[config.mk]
export PLATFORM = sky130hd
export DESIGN_NAME = prvp_spi_master_rx_multi_flat
export DESIGN_NICKNAME = d
export VERILOG_FILES = /design/src/rtl/prvp_spi_master_rx_multi_if.sv /design/src/rtl/prvp_spi_master_rx_multi.sv /design/src/flat_wrapper.sv
export SDC_FILE = /design/constraint.sdc
export NUM_CORES = 1
export LEC_CHECK = 0
export ABC_AREA = 1
export BUFFER_PORTS_ARGS = -buffer_cell sky130_fd_sc_hd__buf_4
export CORE_MARGIN = 1.5
export CORE_UTILIZATION = 55
export DETAILED_ROUTE_END_ITERATION = 6
export HOLD_SLACK_MARGIN = 0.1
export PLACE_DENSITY = 0.73
export SETUP_SLACK_MARGIN = 0.5
export SYNTH_ARGS = -nofsm -noshare
export SYNTH_HDL_FRONTEND = slang
export SYNTH_SLANG_ARGS = --single-unit
export TNS_END_PERCENT = 20
[constraint.sdc]
create_clock -name clk -period 3 [get_ports clk]
set_input_delay 0.6 -clock clk [delete_from_list [all_inputs] [get_ports clk]]
set_output_delay 0.6 -clock clk [all_outputs]
set_load 0.1 [all_outputs]
[src/rtl/prvp_spi_master_rx_multi_if.sv]
// Received-word stream between the SPI RX datapath and its consumer.
// The master drives data/valid/last; the slave returns ready.
interface prvp_spi_master_rx_multi_if #(
   parameter int DATA_W = 32
);
   logic [DATA_W-1:0] data;
   logic              data_valid;
   logic              data_ready;
   logic              last_o;

   modport master (
      output data, data_valid, last_o,
      input  data_ready
   );

   modport slave (
      input  data, data_valid, last_o,
      output data_ready
   );
endinterface

[src/rtl/prvp_spi_master_rx_multi.sv]
// SPI master receive datapath: 1/2/4 lanes, MSB/LSB-first, word output.
// Gates the SPI clock while a completed word cannot be handed over.
module prvp_spi_master_rx_multi #(
   parameter int DATA_W = 32,
   parameter int CNT_W  = 16
) (
   input  logic             clk,
   input  logic             rstn,
   input  logic             en,
   input  logic             abort,
   input  logic [1:0]       mode,
   input  logic             lsb_first,
   input  logic [CNT_W-1:0] counter_in,
   input  logic             counter_in_upd,
   input  logic             rx_edge,
   input  logic [3:0]       sdi,
   prvp_spi_master_rx_multi_if.master rx,
   output logic             rx_done,
   output logic             clk_en_o,
   output logic             busy_o
);
   localparam int WC_W = $clog2(DATA_W + 1);

   typedef enum logic [1:0] {IDLE, RECEIVE, STALL, DRAIN} state_t;

   state_t            state;
   logic [CNT_W-1:0]  len_q;
   logic [CNT_W-1:0]  tgt_q;
   logic [CNT_W-1:0]  ecnt;
   logic [CNT_W-1:0]  ecnt_nx;
   logic [CNT_W-1:0]  e_in;
   logic [WC_W-1:0]   wcnt;
   logic [WC_W-1:0]   wn;
   logic [WC_W-1:0]   wtgt;
   logic [WC_W-1:0]   bits;
   logic [1:0]        lsh_in;
   logic [1:0]        lsh_q;
   logic              lsb_q;
   logic [DATA_W-1:0] sh;
   logic [DATA_W-1:0] sh_nx;
   logic [DATA_W-1:0] word;
   logic              last_e;
   logic              bound;
   logic              stall_c;
   logic              hon;
   logic              accept;

   assign busy_o = (state != IDLE);

   // Edge bookkeeping, clock gating, next shift value and justified word.
   always_comb begin
      lsh_in   = (mode == 2'd1) ? 2'd1 :
                 (mode == 2'd2) ? 2'd2 : 2'd0;
      e_in     = len_q >> lsh_in;
      wtgt     = WC_W'(DATA_W >> lsh_q);
      wn       = wcnt + WC_W'(1);
      ecnt_nx  = ecnt + CNT_W'(1);
      last_e   = (ecnt_nx == tgt_q);
      bound    = (wn == wtgt) || last_e;
      accept   = rx.data_valid && rx.data_ready;
      stall_c  = rx.data_valid && !rx.data_ready && bound;
      clk_en_o = (state == RECEIVE) && !stall_c && !abort;
      hon      = rx_edge && clk_en_o;
      rx_done  = hon && last_e;
      sh_nx    = sh;
      case (lsh_q)
         2'd1: sh_nx = lsb_q ? {sdi[1:0], sh[DATA_W-1:2]}
                             : {sh[DATA_W-3:0], sdi[1:0]};
         2'd2: sh_nx = lsb_q ? {sdi[3:0], sh[DATA_W-1:4]}
                             : {sh[DATA_W-5:0], sdi[3:0]};
         default: sh_nx = lsb_q ? {sdi[0], sh[DATA_W-1:1]}
                                : {sh[DATA_W-2:0], sdi[0]};
      endcase
      bits = wn << lsh_q;
      word = lsb_q ? (sh_nx >> (WC_W'(DATA_W) - bits)) : sh_nx;
   end

   // Transfer FSM, counters, shift register and registered output stage.
   always_ff @(posedge clk or negedge rstn) begin
      if (!rstn) begin
         state         <= IDLE;
         len_q         <= CNT_W'(8);
         tgt_q         <= '0;
         ecnt          <= '0;
         wcnt          <= '0;
         lsh_q         <= 2'd0;
         lsb_q         <= 1'b0;
         sh            <= '0;
         rx.data       <= '0;
         rx.data_valid <= 1'b0;
         rx.last_o     <= 1'b0;
      end else begin
         if (counter_in_upd) len_q <= counter_in;
         if (abort) begin
            state         <= IDLE;
            ecnt          <= '0;
            wcnt          <= '0;
            sh            <= '0;
            rx.data_valid <= 1'b0;
            rx.last_o     <= 1'b0;
         end else begin
            if (accept) rx.data_valid <= 1'b0;
            unique case (state)
               IDLE: begin
                  if (en && e_in != '0) begin
                     state <= RECEIVE;
                     lsh_q <= lsh_in;
                     lsb_q <= lsb_first;
                     tgt_q <= e_in;
                     ecnt  <= '0;
                     wcnt  <= '0;
                     sh    <= '0;
                  end
               end
               RECEIVE: begin
                  if (stall_c) begin
                     state <= STALL;
                  end else if (hon) begin
                     ecnt <= ecnt_nx;
                     if (bound) begin
                        rx.data       <= word;
                        rx.data_valid <= 1'b1;
                        rx.last_o     <= last_e;
                        wcnt          <= '0;
                        sh            <= '0;
                        if (last_e) state <= DRAIN;
                     end else begin
                        wcnt <= wn;
                        sh   <= sh_nx;
                     end
                  end
               end
               STALL: if (accept) state <= RECEIVE;
               DRAIN: if (accept) state <= IDLE;
            endcase
         end
      end
   end
endmodule
[src/flat_wrapper.sv]
// flat-port wrapper written by rule: the top's interface ports become plain ports
module prvp_spi_master_rx_multi_flat 
#(
   parameter int DATA_W = 32,
   parameter int CNT_W  = 16
)
  (clk, rstn, en, abort, mode, lsb_first, counter_in, counter_in_upd, rx_edge, sdi, rx_done, clk_en_o, busy_o, rx_data, rx_data_valid, rx_last_o, rx_data_ready);
  prvp_spi_master_rx_multi_if #(.DATA_W(DATA_W)) rx_i ();
  input  logic clk;
  input  logic rstn;
  input  logic en;
  input  logic abort;
  input  logic [1:0] mode;
  input  logic lsb_first;
  input  logic [CNT_W-1:0] counter_in;
  input  logic counter_in_upd;
  input  logic rx_edge;
  input  logic [3:0] sdi;
  output logic rx_done;
  output logic clk_en_o;
  output logic busy_o;
  output wire logic [$bits(rx_i.data)-1:0] rx_data;
  output wire logic [$bits(rx_i.data_valid)-1:0] rx_data_valid;
  output wire logic [$bits(rx_i.last_o)-1:0] rx_last_o;
  input wire logic [$bits(rx_i.data_ready)-1:0] rx_data_ready;
  assign rx_data = rx_i.data;
  assign rx_data_valid = rx_i.data_valid;
  assign rx_last_o = rx_i.last_o;
  assign rx_i.data_ready = rx_data_ready;
  prvp_spi_master_rx_multi #(.DATA_W(DATA_W), .CNT_W(CNT_W)) u_core (.clk(clk), .rstn(rstn), .en(en), .abort(abort), .mode(mode), .lsb_first(lsb_first), .counter_in(counter_in), .counter_in_upd(counter_in_upd), .rx_edge(rx_edge), .sdi(sdi), .rx(rx_i), .rx_done(rx_done), .clk_en_o(clk_en_o), .busy_o(busy_o));
endmodule
### Yosys cells after proc, flatten, opt, wreduce, memory -nomap -nowiden

Cells that the tools add are included.

| storage, ports and cells | value |
|---|---|
| bits in registers | 125 |
| output and inout port bits | 37 |
| word-level logic and storage cells | 106 |

| operators by class | value |
|---|---|
| add/subtract/negate cells | 3 |
| equality and inequality tests | 18 |
| shifts and indexed selects | 4 |
| multiplexer cells | 44 |
| bitwise gates (word level) | 2 |
| reductions and logical operators | 24 |

Operators by type and width:

| kind | count |
|---|---|
| 2-to-1 mux 32 bit | 9 |
| one-hot mux 32 bit (2 select lines) | 2 |
| 2-to-1 mux 16 bit | 4 |
| one-hot mux 16 bit (2 select lines) | 1 |
| >> shifter 32 x 6 -> 32 bit | 1 |
| 2-to-1 mux 6 bit | 5 |
| 2-to-1 mux 2 bit | 10 |
| adder 16 x 1 -> 16 bit, second input constant | 1 |
| == test 16 bit | 1 |
| nonzero test 16 bit | 1 |
| >> shifter 16 x 2 -> 16 bit | 1 |
| != test 3 x 2 -> 1 bit, second input constant | 4 |
| != test 4 x 2 -> 1 bit, second input constant | 3 |
| one-hot mux 6 bit (2 select lines) | 1 |
| 2-to-1 mux 1 bit | 11 |
| == test 2 bit, second input constant | 4 |
| logical AND 1 bit | 8 |
| one-hot mux 2 bit (4 select lines) | 1 |
| AND reduction 4 bit | 2 |
| nonzero test 2 bit | 4 |
| adder 6 x 1 -> 6 bit, second input constant | 1 |
| == test 2 x 1 -> 1 bit, second input constant | 3 |
| == test 6 bit | 1 |
| AND reduction 6 bit | 1 |
| other kinds (12) | 15 |

### Logic depth before layout (Yosys ltp)

Gate-level depths: netlist of the first run.

| depth | value |
|---|---|
| word-level depth | 12 |
| gate-level depth with buffers | 21 |
| depth with buffers taken out | 20 |

### Worst setup path before layout of the first run

OpenSTA, ideal clock, no wires.

| timing path | value |
|---|---|
| kind | register to output |
| start | register u_core.ecnt[0] |
| end | output port rx_done |
| arrival time | 2.864 ns |
| data required time | 2.400 ns |
| path slack | -0.464 ns |
| stages on the path, launching flop included | 16 |
| path buffers | 0 |
| cells stage by stage | dfrtp_1 > ha_1 > nand2_1 > nor2_4 > nand2_1 > nand2_1 > nand3_1 > nand2_1 > nor2_1 > nand2_1 > nor2_1 > nand3_1 > nand2_2 > nand2_2 > nand2_1 > nor2_1 |

| between the ends | value |
|---|---|
| longest elaborated chain between the ends | 9 |

Ends and longest elaborated chain:

| what | line | text |
|---|---|---|
| from (decl) | prvp_spi_master_rx_multi.sv:29 | `logic [CNT_W-1:0] ecnt;` |
| from (signal assigned) | prvp_spi_master_rx_multi.sv:119 | `ecnt <= ecnt_nx;` |
| adder 16 x 1 -> 16 bit * | prvp_spi_master_rx_multi.sv:57 | `ecnt_nx = ecnt + CNT_W'(1);` |
| == test 16 bit * | prvp_spi_master_rx_multi.sv:58 | `last_e = (ecnt_nx == tgt_q);` |
| logical OR 1 bit | prvp_spi_master_rx_multi.sv:59 | `bound = (wn == wtgt) \|\| last_e;` |
| logical AND 1 bit | prvp_spi_master_rx_multi.sv:61 | `stall_c = rx.data_valid && !rx.data_ready && bound;` |
| zero test 1 bit | prvp_spi_master_rx_multi.sv:62 | `clk_en_o = (state == RECEIVE) && !stall_c && !abort;` |
| logical AND 1 bit (2 in series) | prvp_spi_master_rx_multi.sv:62 |  |
| logical AND 1 bit | prvp_spi_master_rx_multi.sv:63 | `hon = rx_edge && clk_en_o;` |
| logical AND 1 bit * | prvp_spi_master_rx_multi.sv:64 | `rx_done = hon && last_e;` |
| to (decl) | flat_wrapper.sv:19 | `output logic rx_done;` |

Every way passes the cells marked *; elsewhere a longest branch is shown, timed or not.

### Worst setup path in the final report of the first run

| timing path | value |
|---|---|
| start | register u_core.ecnt[0] |
| end | output port clk_en_o |

| between the ends | value |
|---|---|
| longest elaborated chain between the ends | 7 |

Ends and longest elaborated chain:

| what | line | text |
|---|---|---|
| adder 16 x 1 -> 16 bit | prvp_spi_master_rx_multi.sv:57 |  |
| == test 16 bit | prvp_spi_master_rx_multi.sv:58 |  |
| logical OR 1 bit | prvp_spi_master_rx_multi.sv:59 |  |
| logical AND 1 bit | prvp_spi_master_rx_multi.sv:61 |  |
| zero test 1 bit | prvp_spi_master_rx_multi.sv:62 |  |
| logical AND 1 bit (2 in series) | prvp_spi_master_rx_multi.sv:62 |  |
| to (decl) | flat_wrapper.sv:20 | `output logic clk_en_o;` |

Every way passes these cells.

==> metrics.md, run 1 <==
| Metric | Value |
|---|---|
| Setup violators final | `3` |
| Crit path required time | `2.40 ns` |
| Grt ovf | `0` |
| Worst Slack Setup Final | `-0.213 ns` |
| Die Area | `19500 sq um` |
| CTS max path bufs | `2` |
| Ys Warns | `0` |
| Max-cap violations | `0` |
| Critical path depth in cells | `15` |
| Share of cells above drive strength 1 | `0.162` |
| Number of global-route vias before repair | `11200` |
| Global-route wire length before repair | `57.0 mm` |
| CP endpoint kind | `output port` |
| Htree depth | `4` |
| Dominant synthesized flop cell | `dfrtp_1` |
| RSZ-0062 raised after global routing | `true` |
| Reg2reg path depth | `24` |
| Final period utilization | `1.07` |
| Die Ht | `140 um` |
| Cell row count | `49` |
| Buffers on Ports | `66` |
| Final Hold Viols | `0` |
| Root buffer cell | `clkbuf_16` |
| Slew margin rel. | `0.538` |
| Ys async rst share | `1.00` |
| Crit Reg-Reg Endpoint | `u_core.ecnt[12]` |
| # IOs | `67` |
| DRT iter0 DRCs | `1118` |
| Multi-input gate area | `6530 sq um` |
| Critical path buffers and inverters | `2` |
| CP Cell Sequence | `ha_4, nand2_4, nor2_4, nand4_1, nand2_1, nand2_1, nand2_2, nand2_2, nor2_2, nand3_2, nand2_2, nand2_4, nand2_4, clkinvlp_4, buf_12` |
| Register area | `3150 sq um` |
| Wire length per cell | `16.9 um` |
| CTS tree | `yes` |
| Commonest cells in the synthesized netlist | `nand2_1, nand3_1, nor2_1` |
| Post-Synthesis Cell Area | `10300 sq um` |
| Final slew viol count | `0` |
| Status | `complete, but fails checks` |
| All-layer global routing usage | `0.367` |
| Worst setup path category | `reg2out` |
| Area share of the largest cell type after synthesis | `0.303` |
| Worst R2R Setup Slack | `-0.19 ns` |
| Placer congestion estimate | `0.947` |
| Die Wd | `140 um` |
| Hpwl dp | `24.2 mm` |
| Launch point of the worst path | `u_core.ecnt[0]` |
| Via density | `5.76` |
| Cells after synthesis | `1747` |
| Core Region | `18100 sq um` |
| Slowest stage cell, crit path | `dfrtp_2` |
| Vias | `12000` |
| Pre-antenna DRT Iters | `7` |
| CTS Hold Bufs | `0` |
| Post-Place Setup Slack | `-0.0733 ns` |
| Family with the most delay on the worst path | `simple AND/OR/NAND/NOR gates` |
| Critical Path Start Type | `flip-flop` |
| Ant. Diodes | `0` |
| Worst slew pin tran | `0.690 ns` |
| Clock-pin transition on the worst setup and hold timing paths | `0.07 ns` |
| CTS buffer count | `17` |
| EDFF count, synth | `0` |
| Critical path endpoint | `clk_en_o` |
| Area Overhead vs Synth | `22.4%` |
| Min Tclk post-route | `3.21 ns` |
| Worst path max stage delay | `0.44 ns` |
| Antenna-violating nets left | `0` |
| Clock Sinks | `125` |
| Drt total wl | `35.1 mm` |
| Post-Syn Nets | `1784` |
| Fillers | `1661` |
| Maximum clock rate | `311 MHz` |
| HP Class | `in2async` |
| Reg2reg start | `u_core.ecnt[0]` |
| Largest net degree at the start of global routing | `77` |
| Most common cell in the netlist | `nand2_1` |
| Crit-path max FO | `5` |
| Clk Latency, worst-skew pair | `0.44 ns` |
| Distinct cells, synth | `40` |
| Leading area contributor after synthesis | `dfrtp_1` |
| Failing checks | `design-rule violations, negative setup slack` |
| #FFs+latches synth | `125` |
| Top cells by area, synth | `dfrtp_1, nand2_1, nand3_1, nor2_1, inv_1` |
| Initial antenna violation count | `0` |
| Drc violations | `3` |
| Initial core utilization | `0.565` |
| Seq/Total Area, Yosys | `0.305` |
| Syn_area_per_cell | `5.87 sq um` |
| Crit path DAT | `2.61 ns` |
| Nets | `1872` |
| Clock Skew | `0.0113 ns` |
## cells by family after synthesis
logic type                 synth area share
muxes                               0.00659
adders and majority gates           0.00854
and+or+nand+nor                       0.511
buffers and inverters                0.0926
AOI/OAI and AO/OA                    0.0702
DFF                                   0.305
xor gates and xnor gates            0.00562
## how the worst min path moves through the flow
stage	startpoint	endpoint	cells past startpoint	slack, ns
CTS	rstn	u_core.sh[7]	1	0.10
global route	rstn	u_core.sh[0]	1	0.11
floorplan	rstn	u_core.ecnt[0]	0	0.30
finish	rstn	u_core.sh[0]	1	0.1
global placement	u_core.sh[0]	u_core.sh[0]	2	0.45
detailed placement	u_core.sh[0]	u_core.sh[0]	2	0.46
## layout by cell type, fill, tap and decap left out, types with 14 or more instances in the layout
master     netlist  layout
nand3_1        351     342
clkbuf_16        0      17
buf_4            3     119
nand2_2          6      23
o21ai_0        102      97
nor2_1         164     148
buf_12           0      18
inv_1          141     132
a21oi_1         15      15
dfrtp_2          0      14
nand2_1        679     656
nand4_1         14      14
dfrtp_1        124     110
## state kept, by name, summed over array words and instances (netlist names), 2 cells and up
register / flops
u_core.lsh_q: 2
u_core.state: 2
u_core.tgt_q: 16
u_core.wcnt: 6
u_core.len_q: 16
u_core.sh: 32
u_core.rx.data: 32
u_core.ecnt: 16
## area by class of cell
cell class / count / share of cell area
multi-input cells: 1395 / 0.520
flip-flops and latches: 125 / 0.251
repair buffers: 149 / 0.112
inverters: 147 / 0.0465
clock buffers: 17 / 0.0339
well taps: 229 / 0.0228
clock inverters: 15 / 0.0138
## routing by layer
| metal | vias up | track usage | part of all wire |
|---|---|---|---|
| li1 | 5815 | - | - |
| met4 | 0 | 0.196 | 0.051 |
| met2 | 539 | 0.617 | 0.48 |
| met3 | 122 | 0.0544 | 0.063 |
| met1 | 5480 | 0.455 | 0.40 |
| met5 | - | 0 | 0 |
## stage by stage
step / setup TNS [ns] / utilization / hold WS, ns / cells / instance area [sq um]
after floorplan: 0 / - / 0.304 / 1747 / 10300
after global placement: 0 / 0.609 / 0.454 / 1994 / 11100
after detailed placement: -0.353 / 0.609 / 0.463 / 1994 / 11100
after CTS: -0.0963 / 0.677 / 0.100 / 2069 / 12300
after global routing: -0.843 / 0.692 / 0.112 / 2077 / 12600
final: -0.550 / 0.692 / 0.0987 / 2077 / 12600
## timing repair
item,CTS,global route
setup buffers,38,8
setup endpoints to repair,110,109
pin swaps,23,20
hold endpoints to repair,0,0
cloned,5,0
gates resized for setup,74,67
Power of run 1 is not shown: default switching activity piles up to over one toggle a cycle in this logic, so the estimate is an artifact.
==> run 2: changes to the inputs <==
Settings changed: PLACE_DENSITY 0.73 to 0.72.
==> run 2 against run 1 <==
Effect of this change: the run still ends with design-rule violations, negative setup slack left; sequential cell count stayed put; count of clock-buffer cells in the layout is 1 higher; critical path depth is 2 lower; die area stayed put; cell area is 0.67% lower; worst hold slack better by 0.26 ns; maximum frequency is 1.5% higher; via count is 0.31% lower; clock skew is 0.0059 ns higher; largest cell class unchanged.
==> metrics.md, run 2 (synthesized netlist as in run 1, its figures left out) <==
| Metric | Value |
|---|---|
| Initial core utilization | `0.565 (unchanged)` |
| Final period utilization | `1.05 (was 1.07)` |
| Die Ht | `140 um (unchanged)` |
| Die Area | `19500 sq um (unchanged)` |
| Hold Startpoint | `counter_in[6]` |
| Worst Slack Setup Final | `-0.165 ns (was -0.213 ns)` |
| Die Wd | `140 um (unchanged)` |
| Cell row count | `49 (unchanged)` |
| Critical path buffers and inverters | `2 (unchanged)` |
| CTS buffer count | `17 (unchanged)` |
| Worst setup path category | `reg2out (unchanged)` |
| Slowest stage cell, crit path | `dfrtp_2 (unchanged)` |
| CTS max path bufs | `2 (unchanged)` |
| Htree depth | `4 (unchanged)` |
| Clock Sinks | `125 (unchanged)` |
| Drc violations | `6 (was 3)` |
| Grt ovf | `0 (unchanged)` |
| Fillers | `1681 (was 1661)` |
| Ant. Diodes | `0 (unchanged)` |
| Slew margin rel. | `0.620 (was 0.538)` |
| Min Tclk post-route | `3.16 ns (was 3.21 ns)` |
| Commonest non-fill, non-tap cell in the layout | `nand2_1 (unchanged)` |
| Clock-pin transition on the worst setup and hold timing paths | `0.07 ns (about the same)` |
| HP Class | `in2reg (was in2async)` |
| Crit path DAT | `2.56 ns (was 2.61 ns)` |
| RSZ-0062 raised after global routing | `true (unchanged)` |
| Cells after DPL | `2001 (was 1994)` |
| Crit Reg-Reg Endpoint | `u_core.sh[28] (was u_core.ecnt[12])` |
| # IOs | `67 (unchanged)` |
| CP endpoint kind | `output port (unchanged)` |
| CP Cell Sequence | `ha_4, nand2_4, nor2_4, nand3_2, buf_6, nand2_4, nand2_2, nand2_1, nand4_1, nor2_1, nand4_1, nor2_4, buf_12 (was ha_4, nand2_4, nor2_4, nand4_1, nand2_1, nand2_1, nand2_2, nand2_2, nor2_2, nand3_2, nand2_2, nand2_4, nand2_4, clkinvlp_4, buf_12)` |
| Final Hold Viols | `0 (unchanged)` |
| Failing checks | `design-rule violations, negative setup slack (unchanged)` |
| Status | `complete, but fails checks (unchanged)` |
| Share of cells above drive strength 1 | `0.152 (was 0.162)` |
| Buffers on Ports | `66 (unchanged)` |
| Commonest non-fill, non-tap cells in the layout | `nand2_1, nand3_1, nor2_1 (unchanged)` |
| Core Region | `18100 sq um (unchanged)` |
| DRT iter0 DRCs | `1082 (was 1118)` |
| Drt total wl | `34.7 mm (was 35.1 mm)` |
| Worst path max stage delay | `0.45 ns (was 0.44 ns)` |
| Hold Path End | `u_core.len_q[6]` |
| Setup violators final | `15 (was 3)` |
| Reg2reg start | `u_core.ecnt[0] (unchanged)` |
| Pre-antenna DRT Iters | `7 (unchanged)` |
| Worst R2R Setup Slack | `-0.05 ns (was -0.19 ns)` |
| Root buffer cell | `clkbuf_16 (unchanged)` |
| Largest net degree at the start of global routing | `56 (was 77)` |
| Via density | `5.75 (was 5.76)` |
| WHS Path Cells | `3` |
| Top flop regs | `u_core.rx.data x32, u_core.sh x32 (unchanged)` |
| Area Overhead vs Synth | `21.6% (was 22.4%)` |
| Crit path required time | `2.40 ns (about the same)` |
| Wire length per cell | `16.7 um (was 16.9 um)` |
| Clk Latency, worst-skew pair | `0.44 ns (about the same)` |
| Nets | `1868 (was 1872)` |
| Hpwl dp | `24.3 mm (was 24.2 mm)` |
| Max-cap violations | `0 (unchanged)` |
| CTS tree | `yes (unchanged)` |
| Worst slew pin tran | `0.568 ns (was 0.690 ns)` |
| Number of global-route vias before repair | `11200 (about the same)` |
| Final slew viol count | `0 (unchanged)` |
| Critical Path Start Type | `flip-flop (unchanged)` |
| Placer congestion estimate | `0.944 (was 0.947)` |
| Maximum clock rate | `316 MHz (was 311 MHz)` |
| Family with the most delay on the worst path | `simple AND/OR/NAND/NOR gates (unchanged)` |
| Clock Skew | `0.0171 ns (was 0.0113 ns)` |
| Reg2reg path depth | `22 (was 24)` |
| Antenna-violating nets left | `0 (unchanged)` |
| All-layer global routing usage | `0.353 (was 0.367)` |
| Initial antenna violation count | `1 (was 0)` |
| Vias | `11900 (was 12000)` |
| Fin cells | `2073 (was 2077)` |
| Global-route wire length before repair | `55.0 mm (was 57.0 mm)` |
| Crit-path max FO | `6 (was 5)` |
[run 2: worst register-to-register path: stages (launching register included)]
cell and delay [ns]:
dfrtp_2 0.45, ha_4 0.20, nand2_4 0.09, nor2_4 0.19
nand4_1 0.14, nand2_1 0.11, nand2_1 0.05, nand2_1 0.07
nand2_1 0.07, nor2_2 0.13, nand3_2 0.09, buf_4 0.14
buf_4 0.12, buf_4 0.12, buf_4 0.12, buf_4 0.12
buf_4 0.13, nand3_4 0.13, buf_12 0.16, buf_12 0.13
nor2_2 0.05, nand3_1 0.08, nand2_1 0.06
[run 2: worst max path at each step]
stage / depth (start not counted) / startpoint / slack (ns) / endpoint
2_1_floorplan: 14 / u_core.ecnt[0] / 0.27 / clk_en_o
6_report: 13 / u_core.ecnt[0] / -0.16 / rx_done
5_1_grt: 15 / u_core.ecnt[0] / -0.29 / clk_en_o
3_5_place_dp: 14 / mode[1] / -0.004 / u_core.tgt_q[13]
4_1_cts: 13 / u_core.ecnt[0] / -0.08 / clk_en_o
3_3_place_gp: 14 / mode[1] / 0.11 / u_core.tgt_q[12]
[run 2: metrics by stage]
| stage | hold slack, ns | setup TNS [ns] | instance area (sq um) | worst slack, ns | util |
|---|---|---|---|---|---|
| 6_report | 0.362 | -0.670 | 12500 | -0.165 | 0.687 |
| 5_1_grt | 0.367 | -6.04 | 12500 | -0.289 | 0.687 |
| 4_1_cts | 0.363 | -0.156 | 12200 | -0.0776 | 0.671 |
| 3_5_place_dp | 0.459 | -0.00440 | 11100 | -0.00440 | 0.611 |
| 3_3_place_gp | 0.456 | 0 | 11100 | 0.107 | 0.611 |
| 2_1_floorplan | 0.304 | 0 | 10300 | 0.273 | - |
[run 2: what timing repair did]
| action | 4_1_cts | 5_1_grt |
|---|---|---|
| hold buffers | 1 | 0 |
| pin swaps | 18 | 31 |
| setup endpoints to repair | 97 | 101 |
| hold endpoints to repair | 18 | 0 |
| buffers inserted | 23 | 9 |
| gates cloned | 3 | 4 |
| gates resized for setup | 72 | 41 |
[run 2: final cells by class]
class / count / area [sq um] / area share
clock inverters: 14 / 143 / 0.0114
flip-flops and latches: 125 / 3150 / 0.252
multi-input cells: 1392 / 6440 / 0.517
repair buffers: 148 / 1430 / 0.115
clock buffers: 18 / 439 / 0.0352
inverters: 147 / 578 / 0.0464
well taps: 229 / 287 / 0.0230
[run 2: routing by layer]
layer / global-route usage / vias to the layer above / wire, um
met1: 0.424 / 5428 / 13700
met5: 0 / - / 11
met2: 0.596 / 548 / 16600
met3: 0.0564 / 157 / 2250
li1: - / 5784 / -
met4: 0.217 / 2 / 2150
Power of run 2 is left out for the same reason.
